`src/rtl/multi_nbit_serial.sv`:
```
// Bit-serial shift-and-add multiplier.
// Operands arrive LSB first over WIDTH cycles and are multiplied in WIDTH
// shift-and-add steps. The 2*WIDTH-bit product then leaves LSB first, with
// O_VALID marking each product bit.
// Optional build macro: MULTI_SIGNED_EN selects two's-complement operands.
// When it is undefined, the operands are unsigned. Timing is identical in
// both builds.
module multi_nbit_serial #(
   parameter int WIDTH = 4
) (
   input  logic CLK,
   input  logic RST,
   input  logic START,
   input  logic A,
   input  logic B,
   output logic O,
   output logic O_VALID,
   output logic BUSY
);

   localparam int PW    = 2 * WIDTH;
   localparam int CNT_W = $clog2(PW + 1);
   localparam logic [CNT_W-1:0] LD_LAST  = CNT_W'(WIDTH - 1);
   localparam logic [CNT_W-1:0] OUT_LAST = CNT_W'(PW);

   typedef enum logic [1:0] {IDLE, LOAD, CALC, OUT} state_t;

   state_t                  state_q, state_d;
   logic [CNT_W-1:0]        cnt_q, cnt_d;
   logic [WIDTH-1:0]        a_q, a_d;
   logic [WIDTH-1:0]        b_q, b_d;
   logic signed [PW-1:0]    prod_q, prod_d;
   logic                    o_q, o_d;
   logic                    vld_q, vld_d;
   logic                    busy_q, busy_d;
   logic                    neg;
   logic signed [PW-1:0]    pp;

   // Multiplicand widened to the product width (sign- or zero-extended).
   function automatic logic signed [PW-1:0] ext_mcand(input logic [WIDTH-1:0] a);
`ifdef MULTI_SIGNED_EN
      return {{WIDTH{a[WIDTH-1]}}, a};
`else
      return {{WIDTH{1'b0}}, a};
`endif
   endfunction

   // Partial product for one multiplier bit.
   // In signed mode the multiplier MSB carries weight -2^(WIDTH-1), so that
   // term is subtracted rather than added.
   function automatic logic signed [PW-1:0] partial(input logic [WIDTH-1:0] a,
                                                   input logic bit_i,
                                                   input logic [CNT_W-1:0] idx,
                                                   input logic negate);
      logic signed [PW-1:0] p;
      p = bit_i ? (ext_mcand(a) <<< idx) : '0;
      if (negate) p = -p;
      return p;
   endfunction

   // Next-state, datapath and registered-output decode
   always_comb begin
      state_d = state_q;
      cnt_d   = cnt_q;
      a_d     = a_q;
      b_d     = b_q;
      prod_d  = prod_q;
      o_d     = 1'b0;
      vld_d   = 1'b0;
`ifdef MULTI_SIGNED_EN
      neg     = (cnt_q == LD_LAST);
`else
      neg     = 1'b0;
`endif
      pp      = partial(a_q, b_q[0], cnt_q, neg);

      case (state_q)
         IDLE: begin
            if (START) begin
               a_d     = {A, a_q[WIDTH-1:1]};
               b_d     = {B, b_q[WIDTH-1:1]};
               cnt_d   = CNT_W'(1);
               state_d = LOAD;
            end
         end
         LOAD: begin
            a_d = {A, a_q[WIDTH-1:1]};
            b_d = {B, b_q[WIDTH-1:1]};
            if (cnt_q == LD_LAST) begin
               cnt_d   = '0;
               prod_d  = '0;
               state_d = CALC;
            end else begin
               cnt_d = cnt_q + 1'b1;
            end
         end
         CALC: begin
            prod_d = prod_q + pp;
            b_d    = {1'b0, b_q[WIDTH-1:1]};
            if (cnt_q == LD_LAST) begin
               cnt_d   = '0;
               state_d = OUT;
            end else begin
               cnt_d = cnt_q + 1'b1;
            end
         end
         OUT: begin
            if (cnt_q == OUT_LAST) begin
               cnt_d   = '0;
               a_d     = '0;
               b_d     = '0;
               prod_d  = '0;
               state_d = IDLE;
            end else begin
               o_d    = prod_q[0];
               vld_d  = 1'b1;
               prod_d = {1'b0, prod_q[PW-1:1]};
               cnt_d  = cnt_q + 1'b1;
            end
         end
         default: state_d = IDLE;
      endcase

      busy_d = (state_d != IDLE);
   end

   // State, datapath and output registers; reset aborts any job in flight
   always_ff @(posedge CLK or negedge RST) begin
      if (!RST) begin
         state_q <= IDLE;
         cnt_q   <= '0;
         a_q     <= '0;
         b_q     <= '0;
         prod_q  <= '0;
         o_q     <= 1'b0;
         vld_q   <= 1'b0;
         busy_q  <= 1'b0;
      end else begin
         state_q <= state_d;
         cnt_q   <= cnt_d;
         a_q     <= a_d;
         b_q     <= b_d;
         prod_q  <= prod_d;
         o_q     <= o_d;
         vld_q   <= vld_d;
         busy_q  <= busy_d;
      end
   end

   assign O       = o_q;
   assign O_VALID = vld_q;
   assign BUSY    = busy_q;

endmodule

```
`config.mk`:
```
export PLATFORM = sky130hd
export DESIGN_NAME = multi_nbit_serial
export DESIGN_NICKNAME = d
export VERILOG_FILES = /design/src/rtl/multi_nbit_serial.sv
export SDC_FILE = /design/constraint.sdc
export NUM_CORES = 1
export LEC_CHECK = 0
export ABC_AREA = 1
export BUFFER_PORTS_ARGS = -buffer_cell sky130_fd_sc_hd__buf_2
export CAP_MARGIN = 20
export CELL_PAD_IN_SITES_DETAIL_PLACEMENT = 1
export CELL_PAD_IN_SITES_GLOBAL_PLACEMENT = 1
export CORE_MARGIN = 5
export CORE_UTILIZATION = 42
export CTS_BUF_LIST = sky130_fd_sc_hd__clkbuf_4
export CTS_CLUSTER_DIAMETER = 60
export DETAILED_ROUTE_END_ITERATION = 8
export GPL_TIMING_DRIVEN = 0
export HOLD_SLACK_MARGIN = 0.08
export PLACE_DENSITY = 0.87
export REMOVE_ABC_BUFFERS = 1
export SYNTH_ARGS = -nofsm -noshare
export SYNTH_HDL_FRONTEND = slang
export SYNTH_SLANG_ARGS = --single-unit
```
`constraint.sdc`:
```
create_clock -name CLK -period 2.1 [get_ports CLK]
set_clock_uncertainty 0.05 [all_clocks]
set_input_delay 0.42 -clock CLK [delete_from_list [all_inputs] [get_ports CLK]]
set_output_delay 0.42 -clock CLK [all_outputs]
set_load 0.03 [all_outputs]
```
==> results.json <==
{
  "status": "complete, but fails checks",
  "violations": "setup timing",
  "dpl.hpwl_mm": 3.563,
  "seq_area_frac_synth": 0.3458,
  "synth-edff-count": 0,
  "synth_area_leaders": "dfrtp_1, nand2_1, ha_1, inv_1, o21ai_0",
  "cp-start-kind": "flip-flop",
  "num-fill-cells": 531,
  "cp_max_fo": 7,
  "drive_gt1_frac": 0.3066,
  "grt_pass1_vias": 1825,
  "synth_top_cell_by_area": "dfrtp_1",
  "netlist_area_um2": 1809,
  "wl_mm": 5.948,
  "utilization": 0.5346,
  "end_kind": "flip-flop",
  "grt_first_pass_wirelength_mm": 8.825,
  "drtIter0Drc": 109,
  "num_vias": 1822,
  "power_leakage_nw": 1.100,
  "fin_crit_sh": 1.074,
  "area_growth_pct": 20.75,
  "path_clk_slew_ns": 0.15,
  "overflow": 0,
  "cap_viol_max_count": 0,
  "antenna_left": 0,
  "relSlewSlack": 0.5959,
  "final-hold-violation-count": 0,
  "holdCritPathClass": "input port to flip-flop",
  "insertedDiodeCount": 0,
  "dr.pass1.iters": 4,
  "die_h_um": 75.64,
  "grt_usage": 0.2063,
  "grt_max_degree": 26,
  "h-tree-depth": 1,
  "cts_tree": "done",
  "worst_slack_ns": -0.1560,
  "synth_cell_type_count": 31,
  "place.port_buffers": 7,
  "synth-main-ff-cell": "dfrtp_1",
  "synth.avg_cell_area_um2": 7.151,
  "core_um2": 4086,
  "antenna_found_initial": 0,
  "gp_congestion": 0.8136,
  "netlist_instances": 253,
  "cp.arrival_ns": 2.43,
  "place_worst_setup_slack_ns": -0.3622,
  "cts_buffers": 3,
  "die_w_um": 75.64,
  "async_reset_ff_frac": 1.000,
  "drc_errors": 0,
  "ys_warn_count": 0,
  "slew_violations": 0,
  "clockBufferDepth": 2,
  "fmax_mhz": 443.3,
  "num_rows": 23,
  "ir_drop_mv": 0.8904,
  "clkSinkCount": 25,
  "synthTopCellsByCount": "nand2_1, inv_1, dfrtp_1, o21ai_0, nand3_1",
  "rsz0062_at_grt": "yes",
  "power.density_nw_per_um2": 1213,
  "synth_most_common_cell": "nand2_1",
  "insertion_delay_ns": 0.34,
  "netlist.area_leader.share": 0.3458,
  "die-area_um2": 5721,
  "nets": 295,
  "start_util": 0.4427,
  "worst_pin_slew_ns": 0.6062,
  "ys_seq_elements": 25,
  "wire_per_inst_um": 18.36,
  "cts_root_buf": "clkbuf_4",
  "avgViaCountPerCell": 5.623,
  "total_power_mw": 2.650,
  "crit_required_ns": 2.28,
  "path_class": "flip-flop to flip-flop",
  "period_minus_slack_ns": 2.256,
  "setup_viol": 5,
  "ios": 8
}
cell usage in the layout, fill, tap and decap left out, drive strengths merged:
cell type and instances:
dlygate4sd3 1, a31oi 1, buf 20, clkinv 1, dfrtp 25, ha 14
o22ai 5, nand3 17, xnor2 1, a211oi 1, a21oi 9, and2 1
nand4 6, o21ai 21, clkbuf 4, a32o 1, nor4 1, inv 40
nand2 84, nor2 16, o31ai 1, nor3 1, o211ai 1, fa 1
o21bai 1
worst max-delay path, cell delays in order, from the launching register on:
cell and delay, ns:
dfrtp_2 0.51, o21ai_2 0.18, nor2_1 0.06, a31oi_1 0.21, a21oi_1 0.11, ha_1 0.38
nand2_2 0.11, inv_1 0.06, a21oi_2 0.15, nand2_2 0.07, nand3_1 0.08, nand2_1 0.08
nand2_1 0.06, nand2_1 0.04
metal layers:
| metal | track usage | part of all wire | up-vias |
|---|---|---|---|
| met2 | 0.3547 | 0.52 | 39 |
| met5 | 0 | 0 | - |
| met4 | 0.06796 | 0.023 | 0 |
| met1 | 0.2679 | 0.43 | 911 |
| li1 | - | - | 857 |
| met3 | 0.02639 | 0.019 | 15 |
cell families (layout without fill, tap and decap cells):
| family | Yosys count | in the layout | share of synthesized area |
|---|---|---|---|
| xor gates and xnor gates | 1 | 1 | 0.004842 |
| and+or+nand+nor | 126 | 126 | 0.3029 |
| buffers and inverters | 45 | 66 | 0.1044 |
| AOI/OAI and AO/OA | 41 | 41 | 0.1342 |
| DFF | 25 | 25 | 0.3458 |
| adders and majority gates | 15 | 15 | 0.1079 |
final timing paths:
kind,startpoint,to,slack (ns),cells after the start
max in group asynchronous,RST,cnt_q[1]$_DFFE_PN0P_,1.00,2
min reg2reg,b_q[3]$_DFFE_PN0P_,b_q[3]$_DFFE_PN0P_,0.45,2
min,B,b_q[3]$_DFFE_PN0P_,0.25,3
max,cnt_q[0]$_DFFE_PN0P_,prod_q[7]$_DFFE_PN0P_,-0.16,13
min in group asynchronous,RST,b_q[2]$_DFFE_PN0P_,0.58,2
max reg2reg,cnt_q[0]$_DFFE_PN0P_,prod_q[7]$_DFFE_PN0P_,-0.16,13
repair_timing:
action,4_1_cts,5_1_grt
pin swaps,13,7
setup buffers,10,3
gates resized for setup,32,23
setup endpoints to repair,7,11
hold endpoints to repair,25,0
gates cloned,0,0
hold buffers,1,0
cell type report:
| class | instances | area, um2 | area share |
|---|---|---|---|
| Multi-Input combinational cell | 183 | 1159 | 0.5304 |
| Inverter | 41 | 157.7 | 0.07216 |
| Timing Repair Buffer | 21 | 146.4 | 0.06701 |
| Clock buffer | 4 | 30.03 | 0.01375 |
| Sequential cell | 25 | 629.4 | 0.2881 |
| Tap cell | 50 | 62.56 | 0.02864 |
where the power goes:
part	total, mW	switching, mW	internal, mW
combinational	1.64	1.08	0.558
sequential	0.775	0.154	0.621
clock	0.239	0.151	0.0875
stage by stage:
step / std cells / hold WS (ns) / instance area (um2) / TNS, ns
after floorplan: 249 / 0.07441 / 1774 / 0
after global placement: 306 / 0.3965 / 1872 / -1.637
after detailed placement: 306 / 0.3962 / 1872 / -1.999
after CTS: 321 / 0.2674 / 2090 / -0.1099
after global routing: 324 / 0.2672 / 2185 / -1.197
final: 324 / 0.2486 / 2185 / -0.5406
state kept, by name, indices dropped and copies added, names as in the netlist:
signal and flops:
BUSY 1, prod_q 8, O 1, a_q 4
cnt_q 4, state_q 2, b_q 4, O_VALID 1
Power figures use the tool's default switching activity.
